`config.mk`:
```
export PLATFORM = sky130hd
export DESIGN_NAME = mem_request_unit
export DESIGN_NICKNAME = d
export VERILOG_FILES = /design/src/rtl/mem_request_unit.sv
export SDC_FILE = /design/constraint.sdc
export NUM_CORES = 1
export LEC_CHECK = 0
export CORE_ASPECT_RATIO = 1.5
export CORE_MARGIN = 4
export CORE_UTILIZATION = 39
export CTS_CLUSTER_SIZE = 14
export DETAILED_ROUTE_END_ITERATION = 6
export GPL_TIMING_DRIVEN = 1
export HOLD_SLACK_MARGIN = 0.02
export PLACE_DENSITY = 0.64
export SLEW_MARGIN = 0
export SYNTH_ARGS = -nofsm -noshare
export SYNTH_HDL_FRONTEND = slang
export SYNTH_SLANG_ARGS = --single-unit
export TNS_END_PERCENT = 20
```
`constraint.sdc`:
```
create_clock -name CLK -period 2.4 [get_ports CLK]
set_clock_uncertainty 0.05 [all_clocks]
set_input_delay 0.36 -clock CLK [delete_from_list [all_inputs] [get_ports CLK]]
set_output_delay 0.36 -clock CLK [all_outputs]
set_load 0.02 [all_outputs]
```
`src/rtl/mem_request_unit.sv`:
```
// Data-memory request sequencer between the pipeline MEM stage and the RAM bus.
// It accepts one load, store, LL or SC request at a time and runs the RAM
// handshake until the RAM returns ACCESS or ERROR, or until a timeout expires.
// It also owns the LL/SC link register.
//
//   state    | meaning
//   ---------+-----------------------------------------------------------
//   S_IDLE   | waiting for dREN/dWEN; SC link check happens here
//   S_ACCESS | RAM strobes asserted, waiting for ACCESS/ERROR/timeout
//   S_DONE   | dhit asserted for one cycle, then back to S_IDLE
module mem_request_unit #(
    parameter int                WORD_W   = 32,
    parameter int                TIMEOUT  = 255,
    parameter logic [WORD_W-1:0] BAD_DATA = 32'hBAD1BAD1
) (
    input  logic              CLK,
    input  logic              nRST,
    input  logic              dREN,
    input  logic              dWEN,
    input  logic              datomic,
    input  logic [WORD_W-1:0] daddr,
    input  logic [WORD_W-1:0] dstore,
    output logic              dhit,
    output logic [WORD_W-1:0] dload,
    output logic              derr,
    output logic              ramREN,
    output logic              ramWEN,
    output logic [WORD_W-1:0] ramaddr,
    output logic [WORD_W-1:0] ramstore,
    input  logic [WORD_W-1:0] ramload,
    input  logic [1:0]        ramstate,
    input  logic              snoop_valid,
    input  logic [WORD_W-1:0] snoop_addr
);

    typedef enum logic [1:0] {
        S_IDLE   = 2'd0,
        S_ACCESS = 2'd1,
        S_DONE   = 2'd2
    } state_t;

    localparam logic [1:0] RS_ACCESS = 2'd2;
    localparam logic [1:0] RS_ERROR  = 2'd3;
    localparam logic [7:0] TO_CNT    = 8'(TIMEOUT);
    localparam logic [WORD_W-1:0] SC_OK = {{(WORD_W-1){1'b0}}, 1'b1};

    state_t                r_state;
    logic [WORD_W-1:0]     r_addr;
    logic                  r_is_wr;
    logic                  r_atomic;
    logic [7:0]            r_cnt;
    logic                  r_link_valid;
    logic [WORD_W-3:0]     r_link_word;

    logic                  w_req;
    logic                  w_sc_fail;
    logic                  w_snoop_hit;
    logic                  w_store_hits_link;
    logic                  w_snoop_byte_unused;

    // The link tracks whole words, so the byte offset of a snoop is irrelevant.
    assign w_snoop_byte_unused = ^snoop_addr[1:0];

    // Request decode and link comparisons used by the sequencer.
    assign w_req             = dREN | dWEN;
    assign w_sc_fail         = dWEN & datomic &
                               (~r_link_valid | (daddr[WORD_W-1:2] != r_link_word));
    assign w_snoop_hit       = snoop_valid & (snoop_addr[WORD_W-1:2] == r_link_word);
    assign w_store_hits_link = (r_addr[WORD_W-1:2] == r_link_word);

    // Request sequencer, RAM handshake, completion outputs and link register.
    always_ff @(posedge CLK) begin
        if (!nRST) begin
            r_state      <= S_IDLE;
            r_addr       <= '0;
            r_is_wr      <= 1'b0;
            r_atomic     <= 1'b0;
            r_cnt        <= '0;
            r_link_valid <= 1'b0;
            r_link_word  <= '0;
            dhit         <= 1'b0;
            derr         <= 1'b0;
            dload        <= '0;
            ramREN       <= 1'b0;
            ramWEN       <= 1'b0;
            ramaddr      <= '0;
            ramstore     <= '0;
        end else begin
            dhit <= 1'b0;

            // Snoop invalidation applies in every state; a completing LL below
            // overrides it because its assignment comes later.
            if (w_snoop_hit) begin
                r_link_valid <= 1'b0;
            end

            case (r_state)
                S_IDLE: begin
                    if (w_req) begin
                        r_addr   <= daddr;
                        r_is_wr  <= dWEN;
                        r_atomic <= datomic;
                        r_cnt    <= '0;
                        if (w_sc_fail) begin
                            // Failed SC never touches the RAM.
                            dload   <= '0;
                            derr    <= 1'b0;
                            dhit    <= 1'b1;
                            r_state <= S_DONE;
                        end else begin
                            ramREN   <= ~dWEN;
                            ramWEN   <= dWEN;
                            ramaddr  <= daddr;
                            ramstore <= dstore;
                            r_state  <= S_ACCESS;
                        end
                    end
                end

                S_ACCESS: begin
                    if (ramstate == RS_ACCESS) begin
                        ramREN  <= 1'b0;
                        ramWEN  <= 1'b0;
                        dhit    <= 1'b1;
                        derr    <= 1'b0;
                        r_state <= S_DONE;
                        if (!r_is_wr) begin
                            dload <= ramload;
                            if (r_atomic) begin
                                r_link_valid <= 1'b1;
                                r_link_word  <= r_addr[WORD_W-1:2];
                            end
                        end else if (r_atomic) begin
                            dload        <= SC_OK;
                            r_link_valid <= 1'b0;
                        end else if (w_store_hits_link) begin
                            r_link_valid <= 1'b0;
                        end
                    end else if ((ramstate == RS_ERROR) || (r_cnt == TO_CNT)) begin
                        ramREN  <= 1'b0;
                        ramWEN  <= 1'b0;
                        dhit    <= 1'b1;
                        derr    <= 1'b1;
                        dload   <= BAD_DATA;
                        r_state <= S_DONE;
                    end else begin
                        r_cnt <= r_cnt + 8'd1;
                    end
                end

                S_DONE: begin
                    r_state <= S_IDLE;
                end

                default: begin
                    r_state <= S_IDLE;
                end
            endcase
        end
    end

endmodule

```
### Yosys cells after proc, flatten, opt, wreduce, memory -nomap -nowiden

Cells that the tools add are included.
Widths: inputs -> output; s select.

| storage, ports and cells | value |
|---|---|
| output and inout bits | 100 |
| register bits | 175 |

| cells by class | value |
|---|---|
| eq/ne operators | 14 |
| reduce and logical (&&, ||, !) cells | 11 |
| mux-type cells | 41 |
| add/sub/neg operators | 1 |
| bitwise gates (word level) | 9 |

Operators by type and width:

| operator | count |
|---|---|
| $mux 32 | 6 |
| $pmux 32 s2 | 1 |
| $eq 30x30->1 | 2 |
| $ne 30x30->1 | 1 |
| $mux 8 | 3 |
| $mux 1 | 21 |
| $pmux 8 s2 | 1 |
| $reduce_and 4->1 | 4 |
| $ne 2x2->1 const B | 5 |
| $add 8x1->8 const B | 1 |
| $eq 8x8->1 const B | 1 |
| $mux 2 | 4 |
| $pmux 1 s2 | 4 |
| $reduce_and 5->1 | 1 |
| $eq 2x2->1 const B | 2 |
| $ne 4x4->1 const B | 1 |
| $not 1->1 | 4 |
| $pmux 2 s2 | 1 |
| $reduce_and 2->1 | 2 |
| $and 1x1->1 | 3 |
| $ne 3x3->1 const B | 1 |
| $reduce_and 3->1 | 1 |
| $eq 2x1->1 const B | 1 |
| $logic_not 2->1 | 1 |
| 3 further kinds | 4 |

### Depth between registers and ports, before layout

| depth | value |
|---|---|
| word-level depth | 8 |
| gate-level depth with buffers | 8 |

### Least setup slack after synthesis

Ideal clock, no wire load.

| path | value |
|---|---|
| path type | flip-flop to flip-flop |
| start | register r_link_word[23] |
| end | register ramaddr[16] |
| path buffers | 2 |
| cell stages (with the launch flop) | 8 |
| path slack | 0.453 ns |
| arrival | 1.759 ns |
| cells stage by stage | dfxtp_1 > xnor2_1 > nand4_1 > or4_1 > buf_6 > buf_6 > o2111ai_2 > o311ai_2 |

| between the ends | value |
|---|---|
| longest elaborated chain between the ends | 5 |

Ends and longest elaborated chain:

| element | line | RTL |
|---|---|---|
| from (decl) | 53 | `logic [WORD_W-3:0] r_link_word;` |
| from (signal assigned) | 131 | `r_link_word <= r_addr[WORD_W-1:2];` |
| $ne 30x30->1 | 67 | `(~r_link_valid \| (daddr[WORD_W-1:2] != r_link_word));` |
| $or 1x1->1 | 67 |  |
| $and 1x1->1 | 66 | `assign w_sc_fail = dWEN & datomic &` |
| $not 1->1 (no line) | -- |  |
| $reduce_and 3->1 (no line) | -- |  |
| to (signal assigned) | 113 | `ramaddr <= daddr;` |
| to (decl) | 28 | `output logic [WORD_W-1:0] ramaddr,` |

Every way passes these cells.
A chain may end at the register's enable or synchronous reset.

### Worst setup path in the final report

| path | value |
|---|---|
| start | input port daddr[18] |
| end | register ramREN |

| between the ends | value |
|---|---|
| longest elaborated chain between the ends | 5 |

Ends and longest elaborated chain:

| element | line | RTL |
|---|---|---|
| from (decl) | 21 | `input logic [WORD_W-1:0] daddr,` |
| $ne 30x30->1 | 67 |  |
| $or 1x1->1 | 67 |  |
| $and 1x1->1 | 66 |  |
| $ne 2x2->1 (no line) | -- |  |
| $reduce_and 4->1 (no line) | -- |  |
| to (signal assigned) | 111 | `ramREN <= ~dWEN;` |
| to (decl) | 26 | `output logic ramREN,` |

Every way passes these cells.

==> parameters.txt <==
Parameter                              Value

Worst setup path
  Startpoint-to-endpoint class of the critical path ... in -> reg
  Worst Path Arrival ... 2.59 ns
  Critical Path End Type ... flop
  Launching element type of the critical path ... primary input
  Slowest stage delay, CP ... 0.50 ns
  Ordered cell list for the critical path ... clkdlybuf4s50_1, xnor2_2, nand4_1, buf_4, nor4_4, buf_4, a21boi_0, a32o_1
  Critical path data required time ... ~2.7 ns
  Critical Path Most Common Cell ... sky130_fd_sc_hd__buf_4
  Critical-path maximum fanout ... 5
  Critical-path top delay cell ... sky130_fd_sc_hd__clkdlybuf4s50_1

Place
  Total of buffers placed on input and output ports ... ~230
  Dpl cell area ... approximately 0.012 mm2
  Detailed Place HPWL ... 21900 um
  GP Congestion ... roughly 0.91

STA
  Final count of hold timing violations ... 0
  Final clock period utilization by the worst path ... 0.964
  Crit path time final ... around 2.3 ns
  Final setup TNS ... 0 ns
  Worst-Margin Slew ... 0.740 ns
  Unrepaired setup endpoints after global routing ... no
  Highest clock frequency the design can meet ... 432 MHz
  Max-slew violation total from the final report ... 0
  Slew headroom ... 0.502
  Final Setup Violations ... 0

Min path
  Min-Delay Path Class ... in -> reg

Layout
  Share of final-layout standard cells stronger than drive strength 1 ... 0.107
  Diodes inserted ... 0
  Final core area utilization ... 0.552
  Post-layout net count ... 1515
  Final standard cell area without fillers ... 0.0131 mm2
  Synth-to-Final Area Change ... 39.7%

Routing
  Final wirelength ... roughly 32000 um
  Initial detailed-routing violation count ... approximately 760
  Post-DR wirelength/cell ... approximately 18 um
  TritonRoute pass-1 iters ... 5
  ANT nets after route ... 0
  DRC violations left ... 0
  Vias ... 9642
  Vias per std cell ... about 5.6

Synth
  Most common cell in the synthesized netlist ... sky130_fd_sc_hd__nand2_1
  Most area-hungry cell type in the Yosys netlist ... sky130_fd_sc_hd__dfxtp_1
  Post-synth top area share ... 0.371
  Post-synth EDFFs ... 0
  Cell area after technology mapping ... approximately 0.0093 mm2
  Top cells by instance count after synthesis ... sky130_fd_sc_hd__nand2_1 (229), sky130_fd_sc_hd__dfxtp_1 (173), sky130_fd_sc_hd__a21oi_1 (87)
  Proportion of synthesized flip-flops having asynchronous set or reset ... 0
  Mapped Avg Cell Area ... approximately 8 um2
  Number of distinct library cells after synthesis ... 54
  Number of warnings printed during yosys synthesis ... 0
  Portion of the post-synthesis area used by sequential elements ... 0.371
  Gate Count Post-Synth ... 1150
  Number of synthesized register bits ... about 170
  Cell types occupying the most area after synthesis ... sky130_fd_sc_hd__dfxtp_1 (37%), sky130_fd_sc_hd__nand2_1 (9.2%), sky130_fd_sc_hd__xnor2_1 (7.6%)
  Primary flip-flop cell chosen by synthesis mapping ... sky130_fd_sc_hd__dfxtp_1
  Syn_nets ... 1287

GRT
  GR Overflow Total ... 0
  Via count of the first global-routing pass ... 9107
  First-pass GRT wire length ... between 40000 and 50000 um
  Total global routing track utilization ... 0.229
  Antenna violations before repair ... 0
  Pin count of the biggest net entering global routing ... approximately 130

CTS
  Clock tree from TritonCTS ... done
  Buffer type at the clock tree root ... sky130_fd_sc_hd__clkbuf_16
  Count of H-tree levels built during CTS ... 4
  Number of clock sinks seen by CTS ... roughly 170
  CTS clock-pin slew for the worst setup and hold paths ... 0.07 ns
  Bufs on Longest Clock Path ... 2
  Clk Latency, worst-skew pair ... around 0.44 ns
  Number of buffers inserted during clock tree synthesis ... 17
  CTS Hold Bufs ... 0

Die
  IO Count ... ~240
  Die height ... between 150 and 200 um
  Row cnt ... 69
  Width of the die ... approximately 130 um
  Die Area ... 0.0265 mm2
  Core region area ... around 0.024 mm2
  Starting density of the core ... 0.395

Pwr
  Total power density per cell area ... approximately 620 mW/mm2
  Final Power ... 0.00815 W
  Design internal power ... about 0.0056 W
  Sequential power share ... 0.401
  Static leakage power ... roughly 4.5 nW
  Share of total power consumed by net switching ... 0.307
  Maximum vdd drop ... 0.000521 V
  Clock network fraction of total power ... 0.358
  Net switching power of the design ... around 0.0025 W
  Comb pwr share ... 0.241

Status
  Status ... completed

Run
  Number of maximum-capacitance violations ... 0
final cells by class:
type / count / area, um2
fill: 2220 / 10600
inverter: 5 / 18.8
multi-input combinational: 852 / 5280
clock buffer: 17 / 425
sequential: 173 / 3460
timing repair buffer: 329 / 3270
clock inverter: 15 / 189
tap: 319 / 399
per-layer routing:
metal  part of all wire  GRT usage
met1               0.40      0.283
met2               0.50      0.390
met3              0.053     0.0349
met4              0.041      0.106
met5                  0          0
worst max-delay path, delay by kind of cell:
family          cells  cell delay, ns
xor+xnor            1            0.23
buf+inv             3            0.90
simple gates        2            0.51
compound gates      2            0.58
final timing paths:
check	endpoint	depth (start not counted)	startpoint	slack, ns
hold reg to reg	dload[3]	2	dload[3]	0.41
setup / recovery	ramREN	8	daddr[18]	0.09
hold / removal	dload[31]	3	nRST	0.30
setup reg to reg	ramREN	7	r_link_word[27]	0.18
registers in the layout, summed over array words and instances, names as in the netlist, 2 cells and up:
name and count:
r_cnt 8, dload 32, r_addr 30, r_link_word 30, ramaddr 32, ramstore 32, r_state 2
per-stage QoR:
step                      setup slack (ns)  std cells  hold slack, ns
after detailed placement            -0.534       1677           0.406
after global placement              -0.542       1677           0.399
after global routing               0.00202       1710           0.315
after CTS                           0.0252       1709           0.285
final                               0.0876       1710           0.302
after floorplan                      0.453       1150           0.394
power by group through the flow:
stage | combinational [W] | clock [W] | sequential (W)
3_3_place_gp | 0.00194 | 0 | 0.00332
6_report | 0.00197 | 0.00292 | 0.00327
3_5_place_dp | 0.00196 | 0 | 0.00333
4_1_cts | 0.00197 | 0.00297 | 0.00327
5_1_grt | 0.00212 | 0.00309 | 0.00329
2_1_floorplan | 0.000861 | 0 | 0.00347
logic make-up (layout without fill, tap and decap cells):
kind of cell / after synthesis / after routing / share of synthesized area
AND/OR/NAND/NOR: 390 / 390 / 0.187
AO/OA/AOI/OAI: 346 / 346 / 0.261
flip-flops: 173 / 173 / 0.371
buffers and inverters: 125 / 366 / 0.0698
XOR/XNOR: 95 / 95 / 0.0891
multiplexers: 20 / 20 / 0.0217
adder cells (fa/ha/maj): 1 / 1 / 0.00134
cells in the final DEF (no fill, tap or decap), types with 6 or more instances in the layout:
cell type,count
sky130_fd_sc_hd__o2111ai_1,62
sky130_fd_sc_hd__o311ai_1,59
sky130_fd_sc_hd__xnor2_1,78
sky130_fd_sc_hd__o21ai_0,23
sky130_fd_sc_hd__and2_1,19
sky130_fd_sc_hd__nand3_1,6
sky130_fd_sc_hd__nand2_1,228
sky130_fd_sc_hd__a31oi_1,64
sky130_fd_sc_hd__clkdlybuf4s50_1,232
sky130_fd_sc_hd__mux2i_1,18
sky130_fd_sc_hd__a21oi_1,87
sky130_fd_sc_hd__buf_12,16
sky130_fd_sc_hd__nand4_1,21
sky130_fd_sc_hd__nor2_1,24
sky130_fd_sc_hd__a32oi_1,14
sky130_fd_sc_hd__nor4_1,7
sky130_fd_sc_hd__nor3_1,65
sky130_fd_sc_hd__xor2_1,14
sky130_fd_sc_hd__o21ai_1,10
sky130_fd_sc_hd__buf_4,79
sky130_fd_sc_hd__dfxtp_1,173
sky130_fd_sc_hd__clkbuf_16,18
repair_timing:
item	CTS	global route
cloned	0	1
resized for setup	3	4
buffers inserted	0	0
setup endpoints to repair	61	45
Power figures use the tool's default switching activity.
